## src/rtl/display_page_sched.sv

```systemverilog
// display_page_sched: chooses which 32-bit page the 8-digit hex display shows.
// The selected page goes out on disp_ctrl: 00/01/10 select page 0..2, 11 blanks the display.
// Page changes come from two debounced board buttons (step, auto-rotate toggle)
// and from one priority alert requester that can take over the display.
// Optional feature: define DISP_SCHED_BLANK_EN to blank the display for
// BLANK_CYCLES cycles on every scheduled page change. The blank counter only
// exists when the macro is defined.

// Per-button conditioning: 2-flop synchronizer, stability debounce and a
// registered one-cycle pulse on the debounced press (release is silent).
module display_page_sched_btn #(
    parameter int DB_MAX = 50000
) (
    input  logic clk,
    input  logic rst_n,
    input  logic btn,
    output logic pulse
);
    localparam int DB_W = $clog2(DB_MAX);
    localparam logic [DB_W-1:0] DB_TERM = DB_W'(DB_MAX - 1);
    localparam logic [DB_W-1:0] DB_ONE  = DB_W'(1);
    localparam logic [DB_W-1:0] DB_ZERO = DB_W'(0);

    logic            sync1_r;
    logic            sync2_r;
    logic            deb_r;
    logic            deb_d_r;
    logic            pulse_r;
    logic [DB_W-1:0] cnt_r;

    // Synchronize, debounce and edge-detect the raw button level.
    always_ff @(posedge clk) begin
        if (!rst_n) begin
            sync1_r <= 1'b0;
            sync2_r <= 1'b0;
            deb_r   <= 1'b0;
            deb_d_r <= 1'b0;
            pulse_r <= 1'b0;
            cnt_r   <= DB_ZERO;
        end else begin
            sync1_r <= btn;
            sync2_r <= sync1_r;
            if (sync2_r == deb_r) begin
                cnt_r <= DB_ZERO;
            end else if (cnt_r == DB_TERM) begin
                deb_r <= sync2_r;
                cnt_r <= DB_ZERO;
            end else begin
                cnt_r <= cnt_r + DB_ONE;
            end
            deb_d_r <= deb_r;
            pulse_r <= deb_r & ~deb_d_r;
        end
    end

    assign pulse = pulse_r;
endmodule

module display_page_sched #(
    parameter int DB_MAX       = 50000,
    parameter int DWELL_MAX    = 50000000,
    parameter int BLANK_CYCLES = 1000
) (
    input  logic       clk,
    input  logic       rst_n,
    input  logic       btn_next,
    input  logic       btn_mode,
    input  logic       alert_req,
    input  logic [1:0] alert_page,
    output logic       alert_ack,
    output logic [1:0] disp_ctrl,
    output logic [1:0] page_idx,
    output logic       auto_mode
);
    localparam int DWELL_W = $clog2(DWELL_MAX);
    localparam logic [DWELL_W-1:0] DWELL_TERM = DWELL_W'(DWELL_MAX - 1);
    localparam logic [DWELL_W-1:0] DWELL_ONE  = DWELL_W'(1);
    localparam logic [DWELL_W-1:0] DWELL_ZERO = DWELL_W'(0);

    // Out-of-range configuration is rejected at elaboration.
    if ((DB_MAX < 2) || (DWELL_MAX < 2) || (BLANK_CYCLES < 1)) begin : g_param_check
        $error("display_page_sched: DB_MAX/DWELL_MAX must be >= 2, BLANK_CYCLES >= 1");
    end

    typedef enum logic [1:0] {
        ST_MANUAL = 2'd0,
        ST_AUTO   = 2'd1,
        ST_ALERT  = 2'd2
    } state_t;

    state_t               state_r;
    state_t               state_nx_s;
    logic                 saved_auto_r;
    logic                 saved_nx_s;
    logic [1:0]           page_idx_r;
    logic [1:0]           page_nx_s;
    logic [DWELL_W-1:0]   dwell_r;
    logic [DWELL_W-1:0]   dwell_nx_s;
    logic [1:0]           disp_ctrl_r;
    logic [1:0]           disp_nx_s;
    logic                 alert_ack_r;
    logic                 ack_nx_s;
    logic                 auto_mode_r;
    logic                 auto_nx_s;
    logic                 adv_s;
    logic                 next_pulse_s;
    logic                 mode_pulse_s;
    logic                 blank_busy_s;
    logic                 blank_show_s;

    // Page rotation order 0 -> 1 -> 2 -> 0; the value 3 is never produced.
    function automatic logic [1:0] next_page(input logic [1:0] p);
        if (p == 2'd2) begin
            return 2'd0;
        end else begin
            return p + 2'd1;
        end
    endfunction

    display_page_sched_btn #(.DB_MAX(DB_MAX)) u_btn_next (
        .clk   (clk),
        .rst_n (rst_n),
        .btn   (btn_next),
        .pulse (next_pulse_s)
    );

    display_page_sched_btn #(.DB_MAX(DB_MAX)) u_btn_mode (
        .clk   (clk),
        .rst_n (rst_n),
        .btn   (btn_mode),
        .pulse (mode_pulse_s)
    );

    // State register plus the registered page, dwell and output values.
    always_ff @(posedge clk) begin
        if (!rst_n) begin
            state_r      <= ST_MANUAL;
            saved_auto_r <= 1'b0;
            page_idx_r   <= 2'd0;
            dwell_r      <= DWELL_ZERO;
            disp_ctrl_r  <= 2'b00;
            alert_ack_r  <= 1'b0;
            auto_mode_r  <= 1'b0;
        end else begin
            state_r      <= state_nx_s;
            saved_auto_r <= saved_nx_s;
            page_idx_r   <= page_nx_s;
            dwell_r      <= dwell_nx_s;
            disp_ctrl_r  <= disp_nx_s;
            alert_ack_r  <= ack_nx_s;
            auto_mode_r  <= auto_nx_s;
        end
    end

    // Next state: an alert pre-empts everything, a mode pulse toggles MANUAL/AUTO.
    always_comb begin
        state_nx_s = state_r;
        case (state_r)
            ST_MANUAL: begin
                if (alert_req) begin
                    state_nx_s = ST_ALERT;
                end else if (mode_pulse_s) begin
                    state_nx_s = ST_AUTO;
                end else begin
                    state_nx_s = ST_MANUAL;
                end
            end
            ST_AUTO: begin
                if (alert_req) begin
                    state_nx_s = ST_ALERT;
                end else if (mode_pulse_s) begin
                    state_nx_s = ST_MANUAL;
                end else begin
                    state_nx_s = ST_AUTO;
                end
            end
            ST_ALERT: begin
                if (!alert_req) begin
                    state_nx_s = saved_auto_r ? ST_AUTO : ST_MANUAL;
                end else begin
                    state_nx_s = ST_ALERT;
                end
            end
            default: begin
                state_nx_s = ST_MANUAL;
            end
        endcase
    end

    // Page advance, dwell timing and mode save; alert entry swallows button pulses.
    always_comb begin
        adv_s      = 1'b0;
        dwell_nx_s = dwell_r;
        saved_nx_s = saved_auto_r;
        case (state_r)
            ST_MANUAL: begin
                if (alert_req) begin
                    saved_nx_s = 1'b0;
                end else begin
                    adv_s = next_pulse_s;
                    if (mode_pulse_s) begin
                        dwell_nx_s = DWELL_ZERO;
                    end else begin
                        dwell_nx_s = dwell_r;
                    end
                end
            end
            ST_AUTO: begin
                if (alert_req) begin
                    saved_nx_s = 1'b1;
                end else if (next_pulse_s) begin
                    adv_s      = 1'b1;
                    dwell_nx_s = DWELL_ZERO;
                end else if (blank_busy_s) begin
                    dwell_nx_s = dwell_r;
                end else if (dwell_r == DWELL_TERM) begin
                    adv_s      = 1'b1;
                    dwell_nx_s = DWELL_ZERO;
                end else begin
                    dwell_nx_s = dwell_r + DWELL_ONE;
                end
            end
            ST_ALERT: begin
                dwell_nx_s = dwell_r;
            end
            default: begin
                adv_s = 1'b0;
            end
        endcase
        if (adv_s) begin
            page_nx_s = next_page(page_idx_r);
        end else begin
            page_nx_s = page_idx_r;
        end
    end

`ifdef DISP_SCHED_BLANK_EN
    localparam int BLANK_W = (BLANK_CYCLES > 1) ? $clog2(BLANK_CYCLES) : 1;
    localparam logic [BLANK_W-1:0] BLANK_TERM = BLANK_W'(BLANK_CYCLES - 1);
    localparam logic [BLANK_W-1:0] BLANK_ONE  = BLANK_W'(1);
    localparam logic [BLANK_W-1:0] BLANK_ZERO = BLANK_W'(0);

    logic               blank_act_r;
    logic               blank_act_nx_s;
    logic [BLANK_W-1:0] blank_cnt_r;
    logic [BLANK_W-1:0] blank_cnt_nx_s;

    // Blank interval register.
    always_ff @(posedge clk) begin
        if (!rst_n) begin
            blank_act_r <= 1'b0;
            blank_cnt_r <= BLANK_ZERO;
        end else begin
            blank_act_r <= blank_act_nx_s;
            blank_cnt_r <= blank_cnt_nx_s;
        end
    end

    // Any advance (re)starts the blank; an alert aborts it at once.
    always_comb begin
        blank_act_nx_s = blank_act_r;
        blank_cnt_nx_s = blank_cnt_r;
        if (state_nx_s == ST_ALERT) begin
            blank_act_nx_s = 1'b0;
            blank_cnt_nx_s = BLANK_ZERO;
        end else if (adv_s) begin
            blank_act_nx_s = 1'b1;
            blank_cnt_nx_s = BLANK_ZERO;
        end else if (blank_act_r) begin
            if (blank_cnt_r == BLANK_TERM) begin
                blank_act_nx_s = 1'b0;
                blank_cnt_nx_s = BLANK_ZERO;
            end else begin
                blank_act_nx_s = 1'b1;
                blank_cnt_nx_s = blank_cnt_r + BLANK_ONE;
            end
        end else begin
            blank_act_nx_s = 1'b0;
            blank_cnt_nx_s = BLANK_ZERO;
        end
    end

    assign blank_busy_s = blank_act_r;
    assign blank_show_s = blank_act_nx_s;
`else
    assign blank_busy_s = 1'b0;
    assign blank_show_s = 1'b0;
`endif

    // Output values for the next cycle: alert page, blank, or scheduled page.
    always_comb begin
        disp_nx_s = page_nx_s;
        if (state_nx_s == ST_ALERT) begin
            disp_nx_s = alert_page;
        end else if (blank_show_s) begin
            disp_nx_s = 2'b11;
        end else begin
            disp_nx_s = page_nx_s;
        end
        ack_nx_s  = (state_nx_s == ST_ALERT);
        auto_nx_s = (state_nx_s == ST_AUTO) | ((state_nx_s == ST_ALERT) & saved_nx_s);
    end

    assign alert_ack = alert_ack_r;
    assign disp_ctrl = disp_ctrl_r;
    assign page_idx  = page_idx_r;
    assign auto_mode = auto_mode_r;
endmodule
```

## config.mk

```make
export PLATFORM = sky130hd
export DESIGN_NAME = display_page_sched
export DESIGN_NICKNAME = d
export VERILOG_FILES = /design/src/rtl/display_page_sched.sv
export SDC_FILE = /design/constraint.sdc
export NUM_CORES = 1
export LEC_CHECK = 0
export BUFFER_PORTS_ARGS = -buffer_cell sky130_fd_sc_hd__buf_2
export CORE_MARGIN = 2
export CORE_UTILIZATION = 44
export CTS_CLUSTER_DIAMETER = 120
export CTS_CLUSTER_SIZE = 30
export DETAILED_ROUTE_END_ITERATION = 7
export MAX_ROUTING_LAYER = met4
export SKIP_LAST_GASP = 1
export SLEW_MARGIN = 20
export SYNTH_ARGS = -nofsm -noshare
export SYNTH_HDL_FRONTEND = slang
export SYNTH_SLANG_ARGS = --single-unit
```

## constraint.sdc

```tcl
create_clock -name clk -period 1.8 [get_ports clk]
set_clock_uncertainty 0.1 [all_clocks]
set_input_delay 0.09 -clock clk [delete_from_list [all_inputs] [get_ports clk]]
set_output_delay 0.09 -clock clk [all_outputs]
set_load 0.02 [all_outputs]
```

## Word-level counts from Yosys, hierarchy flattened

Index checks and enable logic that the tools add are counted.

- Add/sub/neg operators: 4
- Equal/unequal tests: 13
- Muxes and demuxes: 24
- Bitwise operators: 9
- Reduce and logical (&&, ||, !) cells: 7

Operator list:

| kind | number |
|---|---|
| 26-bit 2-to-1 mux | 5 |
| 26-bit one-hot mux with 2 select lines | 1 |
| 16-bit by 1-bit adder with 16-bit output (second input constant) | 2 |
| 16-bit equality test (second input constant) | 2 |
| 26-bit by 1-bit adder with 26-bit output (second input constant) | 1 |
| 26-bit equality test (second input constant) | 1 |
| 2-bit 2-to-1 mux | 6 |
| 1-bit 2-to-1 mux | 9 |
| 2-bit equality test (second input constant) | 3 |
| 2-bit one-hot mux with 3 select lines | 1 |
| 3-bit OR reduction | 2 |
| 1-bit inverter | 5 |
| 2-bit by 1-bit equality test with 1-bit output (second input constant) | 2 |
| 2-bit != test (second input constant) | 2 |
| 1-bit one-hot mux with 2 select lines | 2 |
| 2-bit AND reduction | 2 |
| 4-bit AND reduction | 1 |
| 1-bit AND | 3 |
| 2-bit by 1-bit adder with 2-bit output (second input constant) | 1 |
| 1-bit equality test | 2 |
| 2-bit zero test | 1 |
| 2-bit by 1-bit != test with 1-bit output (second input constant) | 1 |
| 2-bit nonzero test | 1 |
| 1-bit bitwise OR | 1 |

- Register bits: 77
- Output and inout port bits: 6
- Logic and storage cells: 76

## Depth between registers and ports, before layout

Gate-level depths: netlist of the first run.

- Depth in word-level cells: 7
- Depth in mapped cells: 9
- Depth with buffers taken out: 7

## Cells and area by module

A second synthesis of the first run with hierarchy kept.

- Cells, all modules: 399
- Area total of the unflattened synthesis: 3535.9 um^2

By module, submodules not included:

| module | instances | cells an instance | area an instance (um^2) | seq. area each (um^2) |
|---|---|---|---|---|
| display_page_sched | 1 | 211 | 1784.2 | 700.7 |
| display_page_sched_btn | 2 | 94 | 875.8 | 420.4 |

## Worst setup path before layout of the first run

No wires, ideal clock.

- Path kind: flip-flop to flip-flop
- Start point: register dwell_r[0]
- End point: register dwell_r[8]
- Setup time: 70 ps
- Data arrival time: 1757 ps
- Required time: 1630 ps
- Setup slack: -127 ps
- Stages on the path, launching flop included: 8
- Path buffers: 1
- Path through: dfxtp_1 -> ha_1 -> and4_1 -> buf_6 -> nand4_4 -> o21ai_1 -> or4b_1 -> a21boi_1

- Longest elaborated chain between the ends: 5
- Elaborated cells between the ends (all ways): 6
- Classes of those cells: add/sub: 1; eq/ne: 1; mux: 4

Ends and longest elaborated chain:

| what | RTL line | RTL |
|---|---|---|
| from (decl) | 97 | `logic [DWELL_W-1:0] dwell_r;` |
| from (signal assigned) | 148 | `dwell_r <= dwell_nx_s;` |
| 26-bit by 1-bit adder with 26-bit output or 26-bit equality test (tied branches) | 220, 216 |  |
| 26-bit 2-to-1 mux (*) | 216 | `end else if (dwell_r == DWELL_TERM) begin` |
| 26-bit 2-to-1 mux (*) | 211 | `end else if (next_pulse_s) begin` |
| 26-bit 2-to-1 mux (*) | 209 | `if (alert_req) begin` |
| 26-bit one-hot mux with 2 select lines (*) | 195 | `case (state_r)` |

Mark *: on every way between the ends. The rest lies on a longest branch, timed or not. The select of a mux whose other input is x is not followed.
A chain may end at the register's enable or synchronous reset.

## Worst setup path in the final report of the first run

- Start point: register dwell_r[0]
- End point: register dwell_r[16]

Same word-level chain as after synthesis.

==> flow_metrics.env, run 1 <==
export IMPL_slew_violations=0
export IMPL_post_drt_wl_per_cell_microns=13.1
export IMPL_power_switching_mw=0.739
export IMPL_worstPathRequired_ns=1.95
export IMPL_die_x_microns=94.2
export IMPL_internal_power_mw=2.45
export IMPL_routed_wl_mm=7.80
export IMPL_critical_path_class="reg -> reg"
export IMPL_num_antenna_cells=0
export IMPL_drt_iter0_drc=126
export IMPL_antenna_found_initial=0
export IMPL_grt_pass1_vias=3006
export IMPL_synth_seq_cells=77
export IMPL_ys_warn_count=0
export IMPL_route_detailed_drc=0
export IMPL_synthCells=412
export IMPL_vias=3161
export IMPL_rsz0062_at_grt="yes"
export IMPL_clock_latency_ns=0.36
export IMPL_start_kind="flop"
export IMPL_htreeDepth=3
export IMPL_clk_pin_slew_ns=0.08
export IMPL_end_kind="flop"
export IMPL_postRouteAntennaNets=0
export IMPL_max_slew_margin_pct=72.1
export IMPL_synth_top_family_by_area="simple AND/OR/NAND/NOR gates"
export IMPL_dieArea_sq_um=8880
export IMPL_setup_tns_ns=-0.178
export IMPL_grt_max_degree=17
export IMPL_comb_power_share_pct=3.4
export IMPL_synth_fa_ha_area_share_pct=1.05
export IMPL_cts_sinks=77
export IMPL_finalInstanceArea_sq_um=4670
export IMPL_rows=32
export IMPL_grtUsageTotal_pct=19.3
export IMPL_core_area_sq_um=7810
export IMPL_num_nets_final=500
export IMPL_place_hpwl_mm=5.23
export IMPL_worst_ep_arrival_time_ns=2.01
export IMPL_synth_edff_count=0
export IMPL_fmax_mhz=537
export IMPL_yosysSeqAreaShare_pct=43.0
export IMPL_avgSynthCellArea_sq_um=8.70
export IMPL_seqPwrFrac_pct=53.7
export IMPL_syn_cell_area_sq_um=3580
export IMPL_vias_per_cell=5.29
export IMPL_dp_slack_ns=-0.162
export IMPL_nFillCells=709
export IMPL_holdWs_ns=0.0480
export IMPL_die_h_microns=94.2
export IMPL_register_area_sq_um=1560
export IMPL_p_per_area_nw_per_um2=683
export IMPL_io_pins=13
export IMPL_min_path_type="in -> reg"
export IMPL_hold_viol=0
export IMPL_period_minus_slack_ns=1.86
export IMPL_synth_xor_xnor_area_share_pct=8.31
export IMPL_synthFlopType="dfxtp_1"
export IMPL_layout_setup_ws_ns=-0.0614
export IMPL_multi_input_area_sq_um=2110
export IMPL_start_util_pct=45.9
export IMPL_violations="setup timing"
export IMPL_synth_compound_area_share_pct=11.2
export IMPL_ys_async_sr_fraction_pct=0
export IMPL_cts_max_path_buffers=2
export IMPL_post_route_util_pct=59.8
export IMPL_place_area_sq_um=4120
export IMPL_gp_congestion=0.857
export IMPL_period_share_pct=103
export IMPL_switching_share_pct=23.2
export IMPL_cts_made_buffers=9
export IMPL_tightest_slew_ns=0.418
export IMPL_grt_overflow=0
export IMPL_outcome="finished with violations"
export IMPL_syn_nets=422
export IMPL_synth_simple_gate_area_share_pct=30.9
export IMPL_cts_tree="yes"
export IMPL_grt_pass1_wl_mm=13.5
export IMPL_setup_viol=10
export IMPL_p_leak_nw=1.80
export IMPL_syn_to_final_growth_pct=30.3
export IMPL_drv_cap=0
export IMPL_root_buffer="clkbuf_8"
export IMPL_firstDrtPassIters=4
export IMPL_ys_types=58
export IMPL_drive_gt1_share_pct=27.9
export IMPL_power_frac_clock_pct=42.8
export IMPL_portBuffers=12
export IMPL_crit_fanout=4
export IMPL_synth_mux_area_share_pct=1.99
export IMPL_vdd_drop_max_mv=0.540
path summary, 6_finish.rpt:
path	depth (start not counted)	start	to	slack [ns]
setup / recovery	7	dwell_r[0]$_SDFFE_PN0P_	dwell_r[16]$_SDFFE_PN0P_	-0.06
hold / removal	4	alert_req	disp_ctrl[1]$_SDFF_PN0_	0.05
setup reg to reg	7	dwell_r[0]$_SDFFE_PN0P_	dwell_r[16]$_SDFFE_PN0P_	-0.06
hold reg to reg	1	u_btn_mode.deb_d_r$_SDFF_PN0_	u_btn_mode.pulse$_SDFF_PN0_	0.28
logic make-up (layout without fill, tap and decap cells):
logic type,Yosys count,in the layout
fa+ha+maj,3,3
buf+inv,20,102
simple gates,207,208
flops,77,77
xor+xnor,34,34
compound gates,64,64
mux,7,7
per-layer routing:
metal / vias up / GRT usage [%] / wire, microns
met5: - / - / 0
li1: 1611 / - / -
met1: 1493 / 25.7 / 3810
met2: 44 / 30.2 / 3590
met4: 0 / 6.88 / 163
met3: 13 / 2.89 / 237
cells in the final DEF, fill, tap and decap left out, types with 4 or more instances in the layout:
cell           instances
a31oi_1                9
nand4_1               14
nor2b_1               12
nor2_1                55
nand2_1               31
and3_1                10
a21oi_1                9
buf_4                 49
clkbuf_8              10
dlygate4sd3_1          5
o21ai_0               14
nor2_2                 6
xnor2_1               13
dfxtp_1               70
o21ai_1                5
mux2i_1                6
o31ai_1                4
nand3_1               21
and2_1                13
nor4b_1                5
nor3_1                 6
dfxtp_2                5
inv_1                  7
buf_6                 11
xor2_1                21
buf_2                 12
power by group through the flow:
| stage | registers (mW) | clock network [mW] | logic (mW) |
|---|---|---|---|
| 2_1_floorplan | 1.76 | 0 | 0.0524 |
| 3_3_place_gp | 1.75 | 0 | 0.0944 |
| 3_5_place_dp | 1.76 | 0 | 0.0946 |
| 4_1_cts | 1.71 | 1.39 | 0.103 |
| 5_1_grt | 1.72 | 1.45 | 0.123 |
| 6_report | 1.71 | 1.37 | 0.110 |
final cells by class:
type / count / area share [%]
Clock buffer: 10 / 2.95
Clock inverter: 6 / 1.45
Inverter: 7 / 0.563
Multi-Input combinational cell: 316 / 45.3
Sequential cell: 77 / 33.3
Tap cell: 102 / 2.73
Timing Repair Buffer: 79 / 13.7
through the flow:
stage	cells	total power, mW
after global placement	566	1.85
after CTS	587	3.21
final	597	3.19
after global routing	597	3.29
after floorplan	412	1.81
after detailed placement	566	1.85
flip-flops by register name, summed over array words and instances, names as in the netlist, 2 cells and up:
| register | cells |
|---|---|
| u_btn_next.cnt_r | 16 |
| u_btn_mode.cnt_r | 16 |
| disp_ctrl | 2 |
| page_idx | 2 |
| state_r | 2 |
| dwell_r | 26 |
worst max-delay path, cell delays in order (launching register included):
cell and delay [ns]:
dfxtp_4 0.37, ha_4 0.13, and4_4 0.23, nand4_4 0.16, o21a_4 0.26, o21ai_4 0.26
o22ai_2 0.11, o2bb2ai_1 0.14
synth_stat cells (4+ instances only):
cell / n / share of area, %
o21ai_0: 18 / 2.5
o31ai_1: 4 / 0.84
dfxtp_1: 77 / 43
nor3_1: 9 / 1.3
and2_1: 13 / 2.3
nor4b_1: 5 / 1.2
a21oi_1: 10 / 1.4
mux2i_1: 6 / 1.7
nor2b_1: 12 / 2.1
xnor2_1: 13 / 3.2
o21ai_1: 5 / 0.70
clkbuf_1: 4 / 0.42
nand2_1: 32 / 3.4
nand4_1: 14 / 2.4
inv_1: 7 / 0.73
a31oi_1: 9 / 1.6
nand3_1: 22 / 3.1
xor2_1: 21 / 5.1
and4_1: 5 / 1.2
nor2_1: 62 / 6.5
and3_1: 10 / 1.7
timing repair:
item | 4_1_cts | 5_1_grt
endpoints found under the setup margin | 30 | 31
resized for setup | 9 | 51
buffers inserted | 0 | 9
hold endpoints to repair | 5 | 0
cloned | 0 | 1
hold buffers | 5 | 0
pin swaps | 4 | 27
Power figures use the tool's default switching activity.
==> run 2, diff against run 1 <==
ABC_AREA = 1   (was default)
GPL_TIMING_DRIVEN = 0   (was default)
==> run 2 against run 1 <==
  * The run now ends clean
  * Maximum frequency increased by 11%
  * Area after synthesis increased by 4.6%
  * Cell count increased by 15%
  * Non-clock buffer count decreased by 48
  * Critical path type unchanged
  * Largest cell class unchanged
==> flow_metrics.env, run 2 <==
export IMPL_post_route_util_pct=52.7
export IMPL_critical_path_class="reg -> reg"
export IMPL_post_synth_top_area_cell="dfxtp_1"
export IMPL_grt_overflow=0
export IMPL_final_common_cell="nand2_1"
export IMPL_ys_warn_count=0
export IMPL_fmax_mhz=596
export IMPL_grt_pass1_vias=3142
export IMPL_gp_congestion=0.929
export IMPL_ff2ff_setup_slack_ns=0.12
export IMPL_cts_max_path_buffers=2
export IMPL_final_cell_mix="110 x nand2_1, 84 x nor2_1, 71 x dfxtp_1"
export IMPL_grt_max_degree=14
export IMPL_start_util_pct=45.4
export IMPL_avgSynthCellArea_sq_um=6.93
export IMPL_setup_viol=0
export IMPL_syn_cell_area_sq_um=3750
export IMPL_slew_violations=0
export IMPL_cts_made_buffers=9
export IMPL_drt_iter0_drc=123
export IMPL_p_leak_nw=1.58
export IMPL_end_kind="flop"
export IMPL_route_detailed_drc=0
export IMPL_critPathMaxStageDelay_ns=0.38
export IMPL_nFillCells=843
export IMPL_post_drt_wl_per_cell_microns=12.0
export IMPL_portBuffers=12
export IMPL_vias_per_cell=4.99
export IMPL_postRouteAntennaNets=0
export IMPL_rows=33
export IMPL_synth_seq_cells=77
export IMPL_worstPathRequired_ns=1.94
export IMPL_place_inst=658
export IMPL_synthCells=541
export IMPL_path_common_cell="nand2_2"
export IMPL_yosysSeqAreaShare_pct=41.1
export IMPL_dieArea_sq_um=9280
export IMPL_clk_pin_slew_ns=0.09
export IMPL_firstDrtPassIters=4
export IMPL_crit_fanout=7
export IMPL_die_x_microns=96.3
export IMPL_period_share_pct=93.1
export IMPL_max_slew_margin_pct=65.6
export IMPL_num_nets_final=586
export IMPL_drv_cap=0
export IMPL_regMostFlops="dwell_r"
export IMPL_clock_latency_ns=0.36
export IMPL_start_kind="flop"
export IMPL_synth_top_cell_area_share_pct=41.1
export IMPL_ys_async_sr_fraction_pct=0
export IMPL_rsz0062_at_grt="yes"
export IMPL_instances_no_fill=686
export IMPL_crit_slowest_cell="dfxtp_4"
export IMPL_htreeDepth=3
export IMPL_cts_sinks=77
export IMPL_antenna_found_initial=0
export IMPL_place_hpwl_mm=6.09
export IMPL_tightest_slew_ns=0.516
export IMPL_largest_reg_flops=26
export IMPL_outcome="finished, final reports clean"
export IMPL_core_area_sq_um=8260
export IMPL_num_antenna_cells=0
export IMPL_syn_to_final_growth_pct=16.1
export IMPL_vias=3422
export IMPL_top_regs="dwell_r x26, u_btn_mode.cnt_r x16, u_btn_next.cnt_r x16"
export IMPL_period_minus_slack_ns=1.68
export IMPL_yosysMostFrequentCell="nand2_1"
export IMPL_ys_top_cells_by_count="112 x nand2_1, 88 x nor2_1, 77 x dfxtp_1, 61 x inv_1, 39 x nand3_1"
export IMPL_yosys_top_cells_area="dfxtp_1 41%, nand2_1 11%, nor2_1 8.8%, inv_1 6.1%, nand3_1 5.2%"
export IMPL_syn_nets=551
export IMPL_crit_chain="ha_4, inv_2, nor2_4, nand2_1, nor2_2, nand2_2, nand3_4, nand2_4, nand2_2, o21ai_1, and2_1"
export IMPL_cts_tree="yes"
export IMPL_p_per_area_nw_per_um2=743
export IMPL_worst_ep_arrival_time_ns=1.82
export IMPL_synthFlopType="dfxtp_1"
export IMPL_drive_gt1_share_pct=15.7
export IMPL_routed_wl_mm=8.26
export IMPL_grt_pass1_wl_mm=14.0
export IMPL_grtUsageTotal_pct=20.2
export IMPL_min_path_type="in -> reg"
export IMPL_vdd_drop_max_mv=0.350
export IMPL_ys_types=40
export IMPL_io_pins=13
export IMPL_synth_edff_count=0
export IMPL_root_buffer="clkbuf_8"
export IMPL_hold_viol=0
export IMPL_die_h_microns=96.3
[run 2: changes by cell type in the layout (fill, tap and decap cells not counted), sizes merged, moves of 14 or more]
cell	before	now
nor2	64	102
a21oi	10	36
inv	10	66
xor2	21	7
buf	74	23
nand2	34	120
nor3	9	23
nand3	22	41
[run 2: cell type report]
| cell class | count | area, sq um | share of cell area [%] |
|---|---|---|---|
| plain buffers | 7 | 40.0 | 0.920 |
| clock buffers | 10 | 128 | 2.93 |
| clock inverters | 6 | 86.3 | 1.98 |
| inverters | 66 | 248 | 5.69 |
| multi-input cells | 391 | 2010 | 46.1 |
| flip-flops and latches | 77 | 1550 | 35.6 |
| well taps | 105 | 131 | 3.02 |
| repair buffers | 24 | 163 | 3.74 |
[run 2: final timing paths]
| kind | startpoint | end | cells after the start |
|---|---|---|---|
| max | dwell_r[0]$_SDFFE_PN0P_ | dwell_r[8]$_SDFFE_PN0P_ | 11 |
| max reg2reg | dwell_r[0]$_SDFFE_PN0P_ | dwell_r[8]$_SDFFE_PN0P_ | 11 |
| min reg2reg | u_btn_next.deb_d_r$_SDFF_PN0_ | u_btn_next.pulse$_SDFF_PN0_ | 1 |
| min | rst_n | dwell_r[2]$_SDFFE_PN0P_ | 3 |
[run 2: worst max-delay path: cells and delay by family (launching register included)]
kind / cells / cell delay [ns]
flops: 1 / 0.38
compound gates: 1 / 0.06
fa+ha+maj: 1 / 0.16
buf+inv: 1 / 0.06
simple gates: 8 / 0.80
[run 2: timing repair]
item,CTS,global route
endpoints found under the setup margin,35,52
resized for setup,8,20
buffers inserted,2,5
hold buffers,5,0
pin swaps,3,3
hold endpoints to repair,7,0
[run 2: report_power, final]
group	total, mW	leakage [nW]	switching (mW)	internal (mW)
clock	1.44	0.107	0.657	0.782
sequential	1.72	0.625	0.00506	1.71
combinational	0.0815	0.852	0.0513	0.0302
[run 2: per-stage QoR]
step | hold WS [ns] | area [sq um] | setup WS, ns | TNS (ns) | power, mW
after floorplan | 0.0876 | 3750 | 0.213 | 0 | 1.80
after global placement | 0.174 | 3940 | -0.0976 | -0.840 | 1.83
after detailed placement | 0.175 | 3940 | -0.117 | -1.77 | 1.83
after CTS | 0.00392 | 4250 | 0.00396 | 0 | 3.29
after global routing | 0.0199 | 4350 | -0.0551 | -0.209 | 3.38
final | 0.0354 | 4350 | 0.123 | 0 | 3.24
[run 2: metal layers]
layer | track usage, % | vias up | part of all wire, % | wire, microns
met5 | - | - | 0 | 0
met1 | 23.5 | 1569 | 46 | 3770
met3 | 4.39 | 6 | 3.2 | 266
met4 | 8.69 | 0 | 0.93 | 77
li1 | - | 1807 | - | -
met2 | 33.5 | 40 | 50 | 4140
[run 2: kinds of logic after synthesis]
family,synth area share [%]
compound gates,9.41
xor+xnor,2.10
simple gates,38.5
flops,41.1
buf+inv,7.57
mux,0.267
fa+ha+maj,1.00
==> run 3, diff against run 2 <==
MAX_ROUTING_LAYER = default   (was met4)
==> run 3 against run 2 <==
  * Worst setup slack got worse by 0.00052 ns
  * Register-to-register slack about the same
  * Global-route usage decreased by 0.49 points
  * Maximum frequency about the same
  * Critical endpoint unchanged
  * Largest power group unchanged
==> flow_metrics.env, run 3 (synthesis gave the netlist of run 2 again) <==
export IMPL_critical_path_class="reg -> reg"
export IMPL_p_per_area_nw_per_um2=743
export IMPL_critPathLaunch="dwell_r[0]$_SDFFE_PN0P_"
export IMPL_grt_overflow=0
export IMPL_portBuffers=12
export IMPL_post_drt_wl_per_cell_microns=12.1
export IMPL_drt_iter0_drc=108
export IMPL_place_inst=658
export IMPL_cts_tree="yes"
export IMPL_tightest_slew_ns=0.520
export IMPL_grt_pass1_vias=3140
export IMPL_grt_max_degree=14
export IMPL_grt_pass1_wl_mm=13.9
export IMPL_instances_no_fill=686
export IMPL_top_regs="dwell_r x26, u_btn_mode.cnt_r x16, u_btn_next.cnt_r x16"
export IMPL_internal_power_mw=2.52
export IMPL_clock_latency_ns=0.36
export IMPL_p_leak_nw=1.58
export IMPL_power_frac_clock_pct=44.4
export IMPL_start_util_pct=45.4
export IMPL_die_h_microns=96.3
export IMPL_ff2ff_setup_slack_ns=0.12
export IMPL_final_cell_mix="110 x nand2_1, 84 x nor2_1, 71 x dfxtp_1"
export IMPL_min_path_type="in -> reg"
export IMPL_clk_pin_slew_ns=0.09
export IMPL_met1_length_mm=3.84
export IMPL_cts_max_path_buffers=2
export IMPL_postRouteAntennaNets=0
export IMPL_num_antenna_cells=0
export IMPL_cts_made_buffers=9
export IMPL_rsz0062_at_grt="yes"
export IMPL_worst_ep_arrival_time_ns=1.82
export IMPL_htreeDepth=3
export IMPL_r2r_start="dwell_r[0]$_SDFFE_PN0P_"
export IMPL_core_area_sq_um=8260
export IMPL_root_buffer="clkbuf_8"
export IMPL_routed_wl_mm=8.32
export IMPL_route_detailed_drc=0
export IMPL_num_nets_final=586
export IMPL_worstRegToRegCells=11
export IMPL_comb_power_share_pct=2.5
export IMPL_worstPathRequired_ns=1.94
export IMPL_setup_tns_ns=0
export IMPL_gp_congestion=0.913
export IMPL_regMostFlops="dwell_r"
export IMPL_final_common_cell="nand2_1"
export IMPL_routed_wl_met2_mm=4.14
export IMPL_period_share_pct=93.2
export IMPL_drive_gt1_share_pct=15.7
export IMPL_period_minus_slack_ns=1.68
export IMPL_place_hpwl_mm=6.09
export IMPL_drv_cap=0
export IMPL_fmax_mhz=596
export IMPL_vias_per_cell=5.00
export IMPL_hold_viol=0
export IMPL_vdd_drop_max_mv=0.353
export IMPL_crit_fanout=7
export IMPL_seqPwrFrac_pct=53.0
export IMPL_syn_to_final_growth_pct=16.1
export IMPL_outcome="finished, final reports clean"
export IMPL_grtUsageTotal_pct=19.7
export IMPL_power_switching_mw=0.712
export IMPL_setup_viol=0
export IMPL_rows=33
export IMPL_max_slew_margin_pct=65.4
export IMPL_firstDrtPassIters=5
export IMPL_cts_sinks=77
export IMPL_largest_reg_flops=26
export IMPL_die_x_microns=96.3
export IMPL_dr_max_layer_used="met4"
export IMPL_end_kind="flop"
export IMPL_dieArea_sq_um=9280
export IMPL_vias=3433
export IMPL_nFillCells=843
export IMPL_io_pins=13
export IMPL_slew_violations=0
export IMPL_start_kind="flop"
export IMPL_critPathCapture="dwell_r[8]$_SDFFE_PN0P_"
export IMPL_r2r_end="dwell_r[8]$_SDFFE_PN0P_"
export IMPL_switching_share_pct=22.0
export IMPL_route_met3_wl_microns=262
export IMPL_antenna_found_initial=0
## run 3: power by group through the flow
stage                     clock network (mW)  logic (mW)  registers, mW
final                                   1.44      0.0817           1.72
after global routing                    1.57      0.0909           1.72
after CTS                               1.49      0.0809           1.72
after detailed placement                   0      0.0693           1.76
after global placement                     0      0.0690           1.76
after floorplan                            0      0.0363           1.76
## run 3: how the worst min path moves through the flow
stage                   from                             to  slack (ns)  cells past startpoint
finish                 rst_n        dwell_r[2]$_SDFFE_PN0P_        0.03                      3
global route           rst_n        dwell_r[2]$_SDFFE_PN0P_        0.02                      3
CTS                    rst_n        dwell_r[2]$_SDFFE_PN0P_       0.004                      3
detailed placement  btn_next  u_btn_next.sync1_r$_SDFF_PN0_        0.18                      3
global placement    btn_next  u_btn_next.sync1_r$_SDFF_PN0_        0.17                      3
floorplan           btn_mode  u_btn_mode.sync1_r$_SDFF_PN0_        0.09                      2
## run 3: timing repair
| item | 4_1_cts | 5_1_grt |
|---|---|---|
| endpoints found under the setup margin | 35 | 52 |
| gates resized for setup | 8 | 20 |
| endpoints found under the hold margin | 7 | 0 |
| pin swaps | 3 | 3 |
| setup buffers | 2 | 5 |
| hold buffers | 5 | 0 |
## run 3: final cells by class
class,count,area [sq um],share of cell area [%]
Buffer,7,40.0,0.920
Clock buffer,10,128,2.93
Clock inverter,6,86.3,1.98
Inverter,66,248,5.69
Multi-Input combinational cell,391,2010,46.1
Sequential cell,77,1550,35.6
Tap cell,105,131,3.02
Timing Repair Buffer,24,163,3.74
## run 3: worst max-delay path: stages, from the launching register on
cell and delay, ns:
dfxtp_4 0.38, ha_4 0.16, inv_2 0.06, nor2_4 0.14, nand2_1 0.09, nor2_2 0.09, nand2_2 0.09, nand3_4 0.10
nand2_4 0.09, nand2_2 0.07, o21ai_1 0.06, and2_1 0.13
## run 3: stage by stage
| stage | utilization, % | total power, mW | setup WS [ns] | area (sq um) | hold WS (ns) |
|---|---|---|---|---|---|
| floorplan | - | 1.80 | 0.213 | 3750 | 0.0876 |
| global placement | 47.7 | 1.83 | -0.0976 | 3940 | 0.174 |
| detailed placement | 47.7 | 1.83 | -0.117 | 3940 | 0.175 |
| CTS | 51.5 | 3.29 | 0.00396 | 4250 | 0.00392 |
| global route | 52.7 | 3.38 | -0.0570 | 4350 | 0.0177 |
| finish | 52.7 | 3.23 | 0.123 | 4350 | 0.0343 |
## run 3: per-layer routing
layer / up-vias / global-route usage [%]
met1: 1580 / 23.6
met2: 41 / 33.4
li1: 1806 / -
met3: 6 / 4.70
met4: 0 / 8.69
met5: - / 0
